--- config.mk ---
export PLATFORM = sky130hd
export DESIGN_NAME = image_bank_ctrl_flat
export DESIGN_NICKNAME = d
export VERILOG_FILES = /design/src/rtl/image_bank_ctrl_pkg.sv /design/src/rtl/image_bank_ctrl_if.sv /design/src/rtl/image_bank_ctrl_byte_serializer.sv /design/src/rtl/image_bank_ctrl.sv /design/src/flat_wrapper.sv
export SDC_FILE = /design/constraint.sdc
export NUM_CORES = 1
export LEC_CHECK = 0
export CAP_MARGIN = 20
export CORE_UTILIZATION = 50
export CTS_CLUSTER_SIZE = 16
export DETAILED_ROUTE_END_ITERATION = 6
export MAX_ROUTING_LAYER = met4
export PLACE_DENSITY = 0.82
export SYNTH_ARGS = -nofsm -noshare
export SYNTH_HDL_FRONTEND = slang
export SYNTH_SLANG_ARGS = --single-unit
--- constraint.sdc ---
create_clock -name clk -period 4.4 [get_ports clk]
set_input_delay 0.44 -clock clk [delete_from_list [all_inputs] [get_ports clk]]
set_output_delay 0.44 -clock clk [all_outputs]
set_load 0.05 [all_outputs]
--- src/rtl/image_bank_ctrl_pkg.sv ---
// ---------------------------------------------------------------------------
// image_bank_ctrl_pkg
// Shared constants and state types for the ping-pong image bank controller.
//   IMG_BITS : bits per image (multiple of BYTE_W)
//   BYTE_W   : bits per received byte
//   ADDR_W   : in-bank address width (RAM address is {bank, addr})
//   CNT_W    : width of the per-byte bit counter
// ---------------------------------------------------------------------------
package image_bank_ctrl_pkg;

  localparam int IMG_BITS = 784;
  localparam int BYTE_W   = 8;
  localparam int ADDR_W   = 10;
  localparam int CNT_W    = $clog2(BYTE_W);

  typedef enum logic {L_IDLE, L_WRITE} load_state_t;
  typedef enum logic {R_IDLE, R_BUSY}  run_state_t;

endpackage

--- src/rtl/image_bank_ctrl_if.sv ---
// ---------------------------------------------------------------------------
// image_bank_ctrl_if
// Bundles the byte-loader stream, the snn_core handshake and the single RAM
// port driven by the controller.
//   slave  : controller side (consumes bytes/core requests, drives RAM port)
//   master : environment side (UART loader, snn_core, RAM)
// ---------------------------------------------------------------------------
interface image_bank_ctrl_if;
  import image_bank_ctrl_pkg::*;

  logic [BYTE_W-1:0] byte_in;
  logic              byte_vld;
  logic              byte_rdy;
  logic              core_rd_req;
  logic [ADDR_W-1:0] core_addr;
  logic              core_done;
  logic              core_start;
  logic [ADDR_W:0]   ram_addr;
  logic              ram_we;
  logic              ram_d;
  logic              img_done;
  logic [1:0]        bank_full;

  modport slave (
    input  byte_in, byte_vld, core_rd_req, core_addr, core_done,
    output byte_rdy, core_start, ram_addr, ram_we, ram_d, img_done, bank_full
  );

  modport master (
    output byte_in, byte_vld, core_rd_req, core_addr, core_done,
    input  byte_rdy, core_start, ram_addr, ram_we, ram_d, img_done, bank_full
  );

endinterface

--- src/rtl/image_bank_ctrl_byte_serializer.sv ---
// ---------------------------------------------------------------------------
// image_bank_ctrl_byte_serializer
// Holds one received byte and presents it LSB-first, one bit per granted
// RAM write.
//   clk, rst_n : clock, asynchronous active-low reset
//   clr        : synchronous flush
//   load       : capture din and restart the bit count
//   din        : byte to serialize
//   advance    : current bit was written; shift to the next one
//   bit_out    : bit currently offered to the RAM
//   last_bit   : bit_out is the final bit of the byte
// ---------------------------------------------------------------------------
module image_bank_ctrl_byte_serializer
  import image_bank_ctrl_pkg::*;
(
  input  logic              clk,
  input  logic              rst_n,
  input  logic              clr,
  input  logic              load,
  input  logic [BYTE_W-1:0] din,
  input  logic              advance,
  output logic              bit_out,
  output logic              last_bit
);

  logic [BYTE_W-1:0] shreg;
  logic [CNT_W-1:0]  bit_cnt;

  always_ff @(posedge clk or negedge rst_n) begin
    if (!rst_n) begin
      shreg   <= '0;
      bit_cnt <= '0;
    end else if (clr) begin
      shreg   <= '0;
      bit_cnt <= '0;
    end else if (load) begin
      shreg   <= din;
      bit_cnt <= '0;
    end else if (advance) begin
      shreg   <= shreg >> 1;
      bit_cnt <= bit_cnt + 1'b1;
    end
  end

  assign bit_out  = shreg[0];
  assign last_bit = (bit_cnt == CNT_W'(BYTE_W - 1));

endmodule

--- src/rtl/image_bank_ctrl.sv ---
// ---------------------------------------------------------------------------
// image_bank_ctrl
// Ping-pong scheduler for the 2-bank single-port input image RAM. Received
// bytes are serialized into the fill bank while snn_core classifies the
// other bank; core reads always win the RAM port.
//   clk   : system clock
//   rst_n : asynchronous active-low reset
//   clr   : synchronous flush of both banks, load and run
//   bus   : byte stream, snn_core handshake, RAM port and bank flags
// ---------------------------------------------------------------------------
module image_bank_ctrl
  import image_bank_ctrl_pkg::*;
(
  input  logic clk,
  input  logic rst_n,
  input  logic clr,
  image_bank_ctrl_if.slave bus
);

  localparam logic [ADDR_W-1:0] IMG_LAST = ADDR_W'(IMG_BITS - 1);

  load_state_t       l_state, l_state_nxt;
  run_state_t        r_state;
  logic              fill_bank, fill_bank_nxt;
  logic              run_bank;
  logic [ADDR_W-1:0] wr_addr;
  logic [1:0]        bank_full, bank_full_nxt;
  logic              byte_rdy_q, core_start_q, img_done_q;
  logic              accept, grant, img_end, release_bank;
  logic              ser_bit, last_bit;

  assign accept       = (l_state == L_IDLE) && bus.byte_vld && byte_rdy_q;
  assign grant        = (l_state == L_WRITE) && !bus.core_rd_req;
  assign img_end      = grant && (wr_addr == IMG_LAST);
  assign release_bank = (r_state == R_BUSY) && bus.core_done;

  image_bank_ctrl_byte_serializer u_ser (
    .clk      (clk),
    .rst_n    (rst_n),
    .clr      (clr),
    .load     (accept),
    .din      (bus.byte_in),
    .advance  (grant),
    .bit_out  (ser_bit),
    .last_bit (last_bit)
  );

  // A load finishing and a core release can land in the same cycle; they
  // always target different banks, so both updates are applied.
  always_comb begin
    bank_full_nxt = bank_full;
    if (release_bank) bank_full_nxt[run_bank] = 1'b0;
    if (img_end)      bank_full_nxt[fill_bank] = 1'b1;
  end

  always_comb begin
    l_state_nxt = l_state;
    if (accept)                l_state_nxt = L_WRITE;
    else if (grant && last_bit) l_state_nxt = L_IDLE;
  end

  assign fill_bank_nxt = fill_bank ^ img_end;

  // Load FSM plus bank flags. byte_rdy is registered from next-state values
  // so it follows the idle/full rule without a combinational path, and stays
  // low for the first cycle after reset or clr.
  always_ff @(posedge clk or negedge rst_n) begin
    if (!rst_n) begin
      l_state    <= L_IDLE;
      byte_rdy_q <= 1'b0;
      wr_addr    <= '0;
      fill_bank  <= 1'b0;
      bank_full  <= 2'b00;
    end else if (clr) begin
      l_state    <= L_IDLE;
      byte_rdy_q <= 1'b0;
      wr_addr    <= '0;
      fill_bank  <= 1'b0;
      bank_full  <= 2'b00;
    end else begin
      l_state    <= l_state_nxt;
      byte_rdy_q <= (l_state_nxt == L_IDLE) && !bank_full_nxt[fill_bank_nxt];
      fill_bank  <= fill_bank_nxt;
      bank_full  <= bank_full_nxt;
      if (grant) wr_addr <= img_end ? '0 : wr_addr + 1'b1;
    end
  end

  // Run FSM: start the core on a full run bank, release it on core_done.
  always_ff @(posedge clk or negedge rst_n) begin
    if (!rst_n) begin
      r_state      <= R_IDLE;
      run_bank     <= 1'b0;
      core_start_q <= 1'b0;
      img_done_q   <= 1'b0;
    end else if (clr) begin
      r_state      <= R_IDLE;
      run_bank     <= 1'b0;
      core_start_q <= 1'b0;
      img_done_q   <= 1'b0;
    end else begin
      core_start_q <= 1'b0;
      img_done_q   <= 1'b0;
      case (r_state)
        R_IDLE: begin
          if (bank_full[run_bank]) begin
            core_start_q <= 1'b1;
            r_state      <= R_BUSY;
          end
        end
        R_BUSY: begin
          if (bus.core_done) begin
            run_bank   <= ~run_bank;
            img_done_q <= 1'b1;
            r_state    <= R_IDLE;
          end
        end
        default: r_state <= R_IDLE;
      endcase
    end
  end

  // Core reads own the port outright; otherwise the loader address is shown
  // even when no write is granted.
  assign bus.ram_addr   = bus.core_rd_req ? {run_bank, bus.core_addr} : {fill_bank, wr_addr};
  assign bus.ram_we     = grant;
  assign bus.ram_d      = grant & ser_bit;
  assign bus.byte_rdy   = byte_rdy_q;
  assign bus.core_start = core_start_q;
  assign bus.img_done   = img_done_q;
  assign bus.bank_full  = bank_full;

endmodule
--- src/flat_wrapper.sv ---
// flat-port wrapper written by rule: the top's interface ports become plain ports
module image_bank_ctrl_flat import image_bank_ctrl_pkg::*;
  (clk, rst_n, clr, bus_byte_in, bus_byte_vld, bus_core_rd_req, bus_core_addr, bus_core_done, bus_byte_rdy, bus_core_start, bus_ram_addr, bus_ram_we, bus_ram_d, bus_img_done, bus_bank_full);
  image_bank_ctrl_if bus_i ();
  input  logic clk;
  input  logic rst_n;
  input  logic clr;
  input wire logic [$bits(bus_i.byte_in)-1:0] bus_byte_in;
  input wire logic [$bits(bus_i.byte_vld)-1:0] bus_byte_vld;
  input wire logic [$bits(bus_i.core_rd_req)-1:0] bus_core_rd_req;
  input wire logic [$bits(bus_i.core_addr)-1:0] bus_core_addr;
  input wire logic [$bits(bus_i.core_done)-1:0] bus_core_done;
  output wire logic [$bits(bus_i.byte_rdy)-1:0] bus_byte_rdy;
  output wire logic [$bits(bus_i.core_start)-1:0] bus_core_start;
  output wire logic [$bits(bus_i.ram_addr)-1:0] bus_ram_addr;
  output wire logic [$bits(bus_i.ram_we)-1:0] bus_ram_we;
  output wire logic [$bits(bus_i.ram_d)-1:0] bus_ram_d;
  output wire logic [$bits(bus_i.img_done)-1:0] bus_img_done;
  output wire logic [$bits(bus_i.bank_full)-1:0] bus_bank_full;
  assign bus_i.byte_in = bus_byte_in;
  assign bus_i.byte_vld = bus_byte_vld;
  assign bus_i.core_rd_req = bus_core_rd_req;
  assign bus_i.core_addr = bus_core_addr;
  assign bus_i.core_done = bus_core_done;
  assign bus_byte_rdy = bus_i.byte_rdy;
  assign bus_core_start = bus_i.core_start;
  assign bus_ram_addr = bus_i.ram_addr;
  assign bus_ram_we = bus_i.ram_we;
  assign bus_ram_d = bus_i.ram_d;
  assign bus_img_done = bus_i.img_done;
  assign bus_bank_full = bus_i.bank_full;
  image_bank_ctrl u_core (.clk(clk), .rst_n(rst_n), .clr(clr), .bus(bus_i));
endmodule
==> impl_metrics.env <==
export IMPL_powerDensity_nw_per_um2=266
export IMPL_ys_types=31
export IMPL_ys_warn_count=0
export IMPL_grt_max_degree=31
export IMPL_synthesis_nets=196
export IMPL_wirelength_mm=3.43
export IMPL_yosysMostFrequentCell="dfrtp_1"
export IMPL_num_antenna_cells=0
export IMPL_synth_seq_cells=30
export IMPL_die_w_um=58.3
export IMPL_drive_above_1_share_pct=11.4
export IMPL_grt_pass1_wl_mm=5.86
export IMPL_final_setup_tns_ps=0
export IMPL_clockRootBuffer="clkbuf_4"
export IMPL_synth_cells=169
export IMPL_hold_buffers=0
export IMPL_max_freq_mhz=314
export IMPL_wl_per_cell_um=13.5
export IMPL_rsz0062_at_grt="no"
export IMPL_ys_flop_type="dfrtp_1"
export IMPL_die_area_sq_um=3390
export IMPL_first_global_vias=1334
export IMPL_status="complete, no violations"
export IMPL_overflow=0
export IMPL_ys_seq_area_share_pct=47.4
export IMPL_start_kind="primary input"
export IMPL_setup_viol=0
export IMPL_comb_power_share_pct=17.9
export IMPL_clk_insertion_delay_late_ps=320
export IMPL_async_flop_share_pct=100
export IMPL_pwr_share_seq_pct=52.2
export IMPL_slew_headroom_pct=31.9
export IMPL_p_sw_mw=0.150
export IMPL_ir_drop_uv=210
export IMPL_clkPwrFrac_pct=29.9
export IMPL_synth_area_sq_um=1580
export IMPL_gr_usage_all_layers_pct=23.9
export IMPL_reg2regPathDepth=5
export IMPL_start_util_pct=52.3
export IMPL_synth_top_cells_by_count="30 x dfrtp_1, 25 x nand2_1, 20 x nor2_1, 10 x a21oi_1, 10 x mux2_2"
export IMPL_critPathKind="primary input to output port"
export IMPL_setup_slack_ps=1220
export IMPL_dp_hpwl_mm=2.48
export IMPL_final_util_pct=68.8
export IMPL_clock_path_buffers=2
export IMPL_path_max_fanout=15
export IMPL_synth_largest_area_cell="dfrtp_1"
export IMPL_globalplace_congestion=0.895
export IMPL_cts_tree="done"
export IMPL_clock_skew_ps=9.55
export IMPL_drv_cap=0
export IMPL_yosys_area_top_type_share_pct=47.4
export IMPL_swShare_pct=27.1
export IMPL_period_minus_slack_ps=3180
export IMPL_p_int_mw=0.404
export IMPL_fp_coreArea_sq_um=3030
export IMPL_first_pass_iters=4
export IMPL_area_delta_synth_final_pct=31.5
export IMPL_final_hold_violation_count=0
export IMPL_routed_via_density=5.26
export IMPL_period_share_pct=72.4
export IMPL_cp_required_ps=3960
export IMPL_grt_antenna_before_repair=0
export IMPL_dpl_worst_slack_ps=1210
export IMPL_stdcell_count=254
export IMPL_cts_resized=0
export IMPL_ant_nets=0
export IMPL_ios=42
export IMPL_cts_clk_slew_worst_paths_ps=90
export IMPL_post_cts_buffers=0
export IMPL_placed_cells=246
export IMPL_hold_path_class="primary input to async pin"
export IMPL_num_vias=1335
export IMPL_final_max_slew_viol_count=0
export IMPL_cp_end_kind="output port"
export IMPL_avgSynthCellArea_sq_um=9.37
export IMPL_synthTopCellsByArea="dfrtp_1 47%, mux2_2 7.1%, nand2_1 5.9%"
export IMPL_cts_buffers=5
export IMPL_p_leak_nw=0.879
export IMPL_nFillCells=243
export IMPL_drc=0
export IMPL_synth_edf_count=0
export IMPL_cp_arrival_ps=2740
export IMPL_r2r_slack_ps=2140
export IMPL_h_tree_depth=2
export IMPL_first_iter_violations=93
export IMPL_cts_sinks=30
export IMPL_final_nets=236
export IMPL_dieHeight_um=58.3
export IMPL_num_rows=20
export IMPL_port_buffers=41
export IMPL_tightest_slew_ps=1020
-- layout make-up --
class                   count  area, sq um  share of cell area [%]
inverters                   5         18.8                   0.901
repair buffers             43          425                    20.4
multi-input cells         124          772                    37.1
clock inverters             1         5.00                   0.240
flip-flops and latches     30          751                    36.1
clock buffers               7         55.1                    2.64
well taps                  44         55.1                    2.64
-- cell families (layout without fill, tap and decap cells) --
kind of cell	after synthesis	after routing	share of synthesized area, %
fa+ha+maj	3	3	2.37
simple gates	75	75	22.6
mux	12	12	8.38
flops	30	30	47.4
buf+inv	15	56	3.79
xor+xnor	10	10	5.53
compound gates	24	24	9.88
-- path summary, 6_finish.rpt --
path,start,endpoint
worst min-delay path,rst_n,u_core.wr_addr[4]
worst max-delay path,bus_core_rd_req,bus_ram_d
min in group clk,u_core.r_state,u_core.bus.core_start
worst min register to register,u_core.r_state,u_core.bus.core_start
max in group asynchronous,rst_n,u_core.r_state
worst max register to register,u_core.wr_addr[4],u_core.bus.byte_rdy
-- routing by layer --
| metal | global-route usage [%] | vias up | part of all wire, % | routed length, um |
|---|---|---|---|---|
| met5 | - | - | 0 | 0 |
| met4 | 6.46 | 0 | 0.79 | 27 |
| met3 | 8.04 | 4 | 5.0 | 172 |
| met2 | 38.6 | 44 | 50 | 1720 |
| met1 | 28.6 | 620 | 44 | 1510 |
| li1 | - | 667 | - | - |
-- metrics by stage --
stage	area (sq um)	power (mW)	hold slack (ps)
2_1_floorplan	1580	0.349	144
3_3_place_gp	2020	0.393	506
3_5_place_dp	2020	0.394	522
4_1_cts	2080	0.561	496
5_1_grt	2080	0.580	518
6_report	2080	0.554	495
-- layout by cell type, fill, tap and decap left out --
cell             netlist  final
clkdlybuf4s50_1        0     41
dfrtp_1               30     30
nand2_1               25     25
nor2_1                20     20
mux2_2                10     10
a21oi_1               10     10
nor3_1                 9      9
nand3_1                8      8
a311oi_1               7      7
xor2_1                 6      6
inv_1                  5      5
clkbuf_4               0      5
o21ai_0                4      4
xnor2_1                4      4
ha_1                   3      3
mux2i_1                2      2
or2_2                  2      2
nand4_1                2      2
buf_4                  1      2
nand2b_1               1      1
or4_4                  1      1
nor4_4                 1      1
or2b_1                 1      1
and2_1                 1      1
and3_1                 1      1
a31o_2                 1      1
or3_1                  1      1
o2bb2ai_1              1      1
a22oi_1                1      1
nor4_1                 1      1
nand3b_1               1      1
clkbuf_1               6      1
clkinv_2               0      1
clkbuf_8               0      1
-- critical path, cell delays in order --
cell and delay (ps):
clkdlybuf4s50_1 680, nand2b_1 290, inv_1 350, and2_1 190, clkdlybuf4s50_1 790
-- power by group through the flow --
stage | logic (mW) | clock network, mW | registers (mW)
detailed placement | 0.0997 | 0 | 0.295
finish | 0.0993 | 0.166 | 0.289
global route | 0.108 | 0.182 | 0.290
CTS | 0.100 | 0.171 | 0.289
floorplan | 0.0528 | 0 | 0.297
global placement | 0.0982 | 0 | 0.294
-- sequential cells by signal, summed over array words and instances, names as in the netlist --
| name | count |
|---|---|
| u_core.r_state | 1 |
| u_core.run_bank | 1 |
| u_core.wr_addr | 10 |
| u_core.u_ser.shreg | 8 |
| u_core.l_state | 1 |
| u_core.bus.bank_full | 2 |
| u_core.fill_bank | 1 |
| u_core.u_ser.bit_cnt | 3 |
| u_core.bus.core_start | 1 |
| u_core.bus.img_done | 1 |
| u_core.bus.byte_rdy | 1 |
No activity file was read; power rests on OpenSTA's default activity.
